## config.mk

```make
export PLATFORM = sky130hd
export DESIGN_NAME = irrigation_actuator_fsm
export DESIGN_NICKNAME = d
export VERILOG_FILES = /design/src/rtl/irrigation_pkg.sv /design/src/rtl/irrigation_tick_timer.sv /design/src/rtl/irrigation_actuator_fsm.sv
export SDC_FILE = /design/constraint.sdc
export NUM_CORES = 1
export LEC_CHECK = 0
export ABC_CLOCK_PERIOD_IN_PS = 3200
export CAP_MARGIN = 20
export CELL_PAD_IN_SITES_DETAIL_PLACEMENT = 1
export CELL_PAD_IN_SITES_GLOBAL_PLACEMENT = 1
export CORE_AREA = 3 3 46 48
export DETAILED_ROUTE_END_ITERATION = 6
export DIE_AREA = 0 0 49 51
export GPL_TIMING_DRIVEN = 0
export PLACE_DENSITY = 0.83
export SETUP_SLACK_MARGIN = 0.5
export SYNTH_ARGS = -nofsm -noshare
export SYNTH_HDL_FRONTEND = slang
export SYNTH_SLANG_ARGS = --single-unit
```

## constraint.sdc

```tcl
create_clock -name clock -period 3.2 [get_ports clock]
set_input_delay 0.96 -clock clock [delete_from_list [all_inputs] [get_ports clock]]
set_output_delay 0.96 -clock clock [all_outputs]
set_load 0.005 [all_outputs]
```

## src/rtl/irrigation_pkg.sv

```systemverilog
// Shared encodings for the irrigation actuator block and the water level controller.
// Holds the state encoding, the irrigation mode values and the tank level width.
package irrigation_pkg;

  localparam int LEVEL_W = 3;

  typedef enum logic [1:0] {
    IDLE     = 2'd0,
    FILL     = 2'd1,
    IRRIGATE = 2'd2,
    FAULT    = 2'd3
  } state_t;

  localparam logic MODE_SPRINKLER = 1'b0;
  localparam logic MODE_DRIP      = 1'b1;

endpackage

```

## src/rtl/irrigation_tick_timer.sv

```systemverilog
// Tick-enabled saturating up-counter: synchronous clear has priority over counting.
// Count updates 1 cycle after the tick; there is no backpressure, and the count holds at all-ones.
module irrigation_tick_timer #(
  parameter int W = 8
) (
  input  logic         clock,
  input  logic         reset,
  input  logic         clear,
  input  logic         tick,
  output logic [W-1:0] count
);

  always_ff @(posedge clock or posedge reset) begin
    if (reset) begin
      count <= '0;
    end else if (clear) begin
      count <= '0;
    end else if (tick && (count != {W{1'b1}})) begin
      count <= count + 1'b1;
    end
  end

endmodule

```

## src/rtl/irrigation_actuator_fsm.sv

```systemverilog
// Moore FSM driving the tank inlet valve, sprinkler and dripper. Outputs settle 1 cycle after inputs; there is no backpressure.
// Defining IRRIGATION_MIN_ON_EN holds IRRIGATE for at least MIN_ON ticks before a dry-soil exit is taken.
module irrigation_actuator_fsm
  import irrigation_pkg::*;
#(
  parameter logic [LEVEL_W-1:0] LEVEL_LOW    = 3'd1,
  parameter logic [LEVEL_W-1:0] LEVEL_HIGH   = 3'd6,
  parameter int                 TIMER_W      = 8,
  parameter int                 FILL_TIMEOUT = 200
`ifdef IRRIGATION_MIN_ON_EN
  ,
  parameter int                 MIN_ON       = 10
`endif
) (
  input  logic               clock,
  input  logic               reset,
  input  logic [LEVEL_W-1:0] level,
  input  logic               soil_dry,
  input  logic               mode_drip,
  input  logic               tick,
  input  logic               fault_ack,
  output logic               valve_in,
  output logic               sprinkler,
  output logic               dripper,
  output logic               alarm,
  output logic [1:0]         state_out
);

  state_t               state, state_nxt;
  logic                 mode_q, mode_nxt;
  logic                 timer_clr, timer_en;
  logic [TIMER_W-1:0]   timer_cnt;

  irrigation_tick_timer #(.W(TIMER_W)) u_timer (
    .clock (clock),
    .reset (reset),
    .clear (timer_clr),
    .tick  (timer_en),
    .count (timer_cnt)
  );

  always_ff @(posedge clock or posedge reset) begin
    if (reset) begin
      state  <= IDLE;
      mode_q <= MODE_SPRINKLER;
    end else begin
      state  <= state_nxt;
      mode_q <= mode_nxt;
    end
  end

  always_comb begin
    state_nxt = state;
    mode_nxt  = mode_q;
    timer_clr = 1'b0;
    timer_en  = 1'b0;
    case (state)
      IDLE: begin
        if (level <= LEVEL_LOW) begin
          state_nxt = FILL;
          timer_clr = 1'b1;
        end else if (soil_dry) begin
          state_nxt = IRRIGATE;
          mode_nxt  = mode_drip;
`ifdef IRRIGATION_MIN_ON_EN
          timer_clr = 1'b1;
`endif
        end
      end
      FILL: begin
        timer_en = tick;
        // Reaching the high mark beats a timeout landing in the same cycle.
        if (level >= LEVEL_HIGH) begin
          state_nxt = IDLE;
        end else if (tick && (timer_cnt == TIMER_W'(FILL_TIMEOUT))) begin
          state_nxt = FAULT;
        end
      end
      IRRIGATE: begin
`ifdef IRRIGATION_MIN_ON_EN
        timer_en = tick;
`endif
        if (level <= LEVEL_LOW) begin
          state_nxt = FILL;
          timer_clr = 1'b1;
`ifdef IRRIGATION_MIN_ON_EN
        end else if (!soil_dry && (timer_cnt >= TIMER_W'(MIN_ON))) begin
`else
        end else if (!soil_dry) begin
`endif
          state_nxt = IDLE;
        end
      end
      FAULT: begin
        if (fault_ack) begin
          state_nxt = IDLE;
        end
      end
      default: state_nxt = IDLE;
    endcase
  end

  // Outputs depend on registers only, so reset drops the actuators asynchronously.
  assign valve_in  = (state == FILL);
  assign sprinkler = (state == IRRIGATE) && (mode_q == MODE_SPRINKLER);
  assign dripper   = (state == IRRIGATE) && (mode_q == MODE_DRIP);
  assign alarm     = (state == FAULT);
  assign state_out = state;

endmodule

```

==> summary by stage <==
Global routing
The total routing resource utilization after global routing is 0.1466. Entering global routing, the biggest net connects 12 pins. The residual overflow from global routing is 0. The first global-routing pass estimated 2794 µm of wire. The number of global-route vias before repair is 605. The number of antenna violations at the first check in global routing came to 0.

Logic synthesis
The area share of fa/ha/maj cells after synthesis is 0.03766. Counting every instance in the synthesized netlist gives 71. Of the total synthesized cell area, the portion taken by AND, OR, NAND and NOR gates is 0.2486. The Yosys step of the flow raised 0 warnings. The main combinational cell family by area after synthesis is simple AND/OR/NAND/NOR gates. The synthesized-area fraction occupied by ao, oa, aoi and oai cells is 0.1977. Of the total synthesized cell area, the portion taken by XOR and XNOR cells is 0.01318.

Yosys mapped the design onto 32 distinct sky130hd cell types. The synthesis-stage register bit count is 11. The share of the Yosys chip area taken by registers is 0.4143. The average instance in the mapped netlist occupies 9.358 µm².

When the netlist entered floorplanning its net count stood at 82. The mux share of post-synthesis cell area is 0.03202. The total standard cell area after synthesis is 664.4 µm².

CTS
The clock passes through at most 2 buffers. The number of hold buffers added after cts is 0. The buffer count from post-CTS setup fixing is 0. The later pin in the worst-skew pair is clocked with a latency of 260 ps. The H-tree depth is 1. The clock input transition at the sequential cells of the worst setup and hold paths is 70 ps. The post-cts repair resize count is 0. The clock tree from TritonCTS is done. The clock sink count is 11. Buffers inserted during clock tree synthesis total 3. The buffer cell driving the clock tree root is sky130_fd_sc_hd__clkbuf_4.

Timing
For this run, the top clock speed supported by timing is 400.4 MHz. For the pin with the worst max-slew slack, the measured transition is 554.6 ps. In the finished design, the share of the clock period the worst path needs comes to 0.7804. Between clock sinks in the finished design, the worst skew comes to 2.500 ps. The minimum period implied by the final worst setup slack is 2497 ps.

Setup violations remaining at the end of the flow were counted as 0. The count of final hold-check violations was 0. Adding up every negative setup slack in the final design gives 0 ps. The final number of max-transition violations is 0. The worst pin sits at a relative slew slack of 0.6282. Setup repair after global routing left no endpoint under its margin.

Floorplanning
After floorplanning, the core was sized to cover 0.001745 mm². From bottom edge to top edge, the die measures 51 µm. The count of pins on the block boundary is 15. The initial core utilization is 0.3806. The width of the die is 49 µm.

The die area is 0.002499 mm². The cell row count is 15.

Routing
The number of vias in the routed layout is 599. The via count normalized by instance count is 5.301. Wires add up to 1659 µm.

After the first detailed-routing iteration, the DRC count stood at 21. In the routed design, unresolved DRC markers number 0. The count of nets left with antenna violations once routing finished came out at 0. The first-pass detailed-route iteration total is 4. Dividing the detail-routed wire length by the instance count gives 14.68 µm.

Final layout
In the final layout, the share of cells above drive strength 1 is 0.1023. The fill cell instance count of the final layout is 204. In the final design database the tool counted 100 nets. The layout-stage area growth over the synthesis result is 28.25%.

The antenna cell count is 0. The final core utilization is 0.4882.

Setup path
Traced cell by cell, the critical path runs through nor3b_1, clkdlybuf4s50_1. The gate family responsible for the most delay along the worst path is buffers and inverters. The worst setup path is launched from a flop. STA classifies the critical path endpoint as an output pin. The cell at the slowest stage of the critical path is sky130_fd_sc_hd__clkdlybuf4s50_1.

On the worst path, the slowest cell contributes a delay of 540 ps. The buffer and inverter count on the worst path is 1. The required time of the worst setup path is 2240 ps. The worst setup path category is flop to output pin.

STA puts the critical path data arrival time at 1540 ps. The critical-path maximum fanout is 9.

Power and ir drop
Power spread over the standard cell area amounts to 574.3 mW/mm². The analysis attributes to cell leakage a power of 0.3421 nW. The worst-case IR drop observed on VDD is 399.0 µV.

Place
The count of buffers inserted at the top-level ports is 13. The sum of net half-perimeters after detailed placement is 1286 µm. The routability congestion estimate is 0.7745.

Job
The number of max-cap violations is 0.

Run status
The flow ran to the end, and the final reports show no timing, DRC or antenna violations.

Min path
The min-delay analysis places its worst path in the category flop to flop.
state kept, by name, summed over array words and instances, names as in the netlist:
| name | cells |
|---|---|
| mode_q | 1 |
| u_timer.count | 8 |
| state_out | 2 |
layer usage:
| layer | routed length, µm | GRT usage | share of wire | vias up |
|---|---|---|---|---|
| met5 | 0 | 0 | 0 | - |
| met4 | 15 | 0.05687 | 0.0090 | 0 |
| met3 | 28 | 0.02915 | 0.017 | 2 |
| met2 | 779 | 0.2534 | 0.47 | 4 |
| met1 | 836 | 0.1797 | 0.50 | 287 |
| li1 | - | - | - | 306 |
synthesized netlist by cell type:
cell	n	share of area
sky130_fd_sc_hd__nor3_1	3	0.023
sky130_fd_sc_hd__o41ai_1	1	0.013
sky130_fd_sc_hd__ha_1	2	0.038
sky130_fd_sc_hd__nor4_1	1	0.0094
sky130_fd_sc_hd__o21ai_0	3	0.023
sky130_fd_sc_hd__a2111oi_0	1	0.013
sky130_fd_sc_hd__o211ai_1	2	0.023
sky130_fd_sc_hd__nand4_1	2	0.019
sky130_fd_sc_hd__a211oi_1	1	0.011
sky130_fd_sc_hd__and4_1	2	0.026
sky130_fd_sc_hd__a222oi_1	1	0.015
sky130_fd_sc_hd__nand3_1	2	0.015
sky130_fd_sc_hd__and2_1	1	0.0094
sky130_fd_sc_hd__nor2b_4	1	0.021
sky130_fd_sc_hd__mux2_2	1	0.017
sky130_fd_sc_hd__dfrtp_1	11	0.41
sky130_fd_sc_hd__o21a_1	2	0.023
sky130_fd_sc_hd__a311oi_1	1	0.013
sky130_fd_sc_hd__nand2_1	7	0.040
sky130_fd_sc_hd__and3_1	1	0.0094
sky130_fd_sc_hd__inv_1	7	0.040
sky130_fd_sc_hd__nor2_1	4	0.023
sky130_fd_sc_hd__nor3_2	1	0.015
sky130_fd_sc_hd__buf_6	1	0.017
sky130_fd_sc_hd__xnor2_1	1	0.013
sky130_fd_sc_hd__and3_4	1	0.017
sky130_fd_sc_hd__nor3b_1	1	0.011
sky130_fd_sc_hd__a31oi_1	3	0.028
sky130_fd_sc_hd__a21oi_1	3	0.023
sky130_fd_sc_hd__mux2i_1	1	0.015
sky130_fd_sc_hd__and3_2	1	0.011
sky130_fd_sc_hd__o311ai_1	1	0.013
cell families (layout without fill, tap and decap cells):
logic type      after synthesis  count (layout)
fa+ha+maj                     2               2
mux                           2               2
compound gates               19              19
simple gates                 28              28
buf+inv                       8              25
flops                        11              11
xor+xnor                      1               1
area by class of cell:
cell class	count	area [µm²]	share of cell area
Buffer	1	11.26	0.01322
Clock buffer	4	26.28	0.03084
Inverter	7	26.28	0.03084
Multi-Input combinational cell	52	351.6	0.4126
Sequential cell	11	275.3	0.3231
Tap cell	25	31.28	0.03671
Timing Repair Buffer	13	130.1	0.1527
power by group:
group	total, mW	internal, mW	switching [mW]
Clock	0.0950	0.0481	0.0469
Sequential	0.206	0.168	0.0382
Combinational	0.188	0.107	0.0809
worst reg2reg max path, cell delays in order (launching register included):
cell,delay [ps]
sky130_fd_sc_hd__dfrtp_1,370
sky130_fd_sc_hd__buf_6,140
sky130_fd_sc_hd__nor2b_4,210
sky130_fd_sc_hd__nand4_1,180
sky130_fd_sc_hd__a2111oi_0,380
sky130_fd_sc_hd__nor3_1,80
path summary, 6_finish.rpt:
| check | from | end | slack (ps) | cells past startpoint |
|---|---|---|---|---|
| setup reg to reg | state_out[0] | u_timer.count[7] | 1710 | 5 |
| max in group asynchronous | reset | u_timer.count[5] | 1910 | 2 |
| hold reg to reg | mode_q | mode_q | 540 | 1 |
| min in group asynchronous | reset | state_out[0] | 990 | 2 |
| hold / removal | mode_q | mode_q | 540 | 1 |
| setup / recovery | state_out[1] | sprinkler | 700 | 2 |
placed cells by master, fill, tap and decap left out, drive strengths merged:
cell type	count
clkdlybuf4s50	13
dfrtp	11
nand2	7
inv	7
nor2	4
nor3	4
clkbuf	4
a31oi	3
o21ai	3
a21oi	3
and3	3
nand4	2
nand3	2
o211ai	2
and4	2
o21a	2
ha	2
buf	1
nor2b	1
mux2i	1
a2111oi	1
mux2	1
nor4	1
o311ai	1
o41ai	1
and2	1
nor3b	1
a211oi	1
a311oi	1
a222oi	1
xnor2	1
metrics by stage:
| step | cells | power (mW) | cell area, µm² | hold slack (ps) | setup WS (ps) |
|---|---|---|---|---|---|
| 3_5_place_dp | 109 | 0.3972 | 825.8 | 519.8 | 741.8 |
| 6_report | 113 | 0.4894 | 852.1 | 538.1 | 702.6 |
| 3_3_place_gp | 109 | 0.3906 | 825.8 | 511.8 | 807.0 |
| 2_1_floorplan | 71 | 0.3106 | 664.4 | 495.9 | 1515 |
| 4_1_cts | 113 | 0.4945 | 852.1 | 537.1 | 685.7 |
| 5_1_grt | 113 | 0.5290 | 852.1 | 556.4 | 593.0 |
No activity file was read; power rests on OpenSTA's default activity.
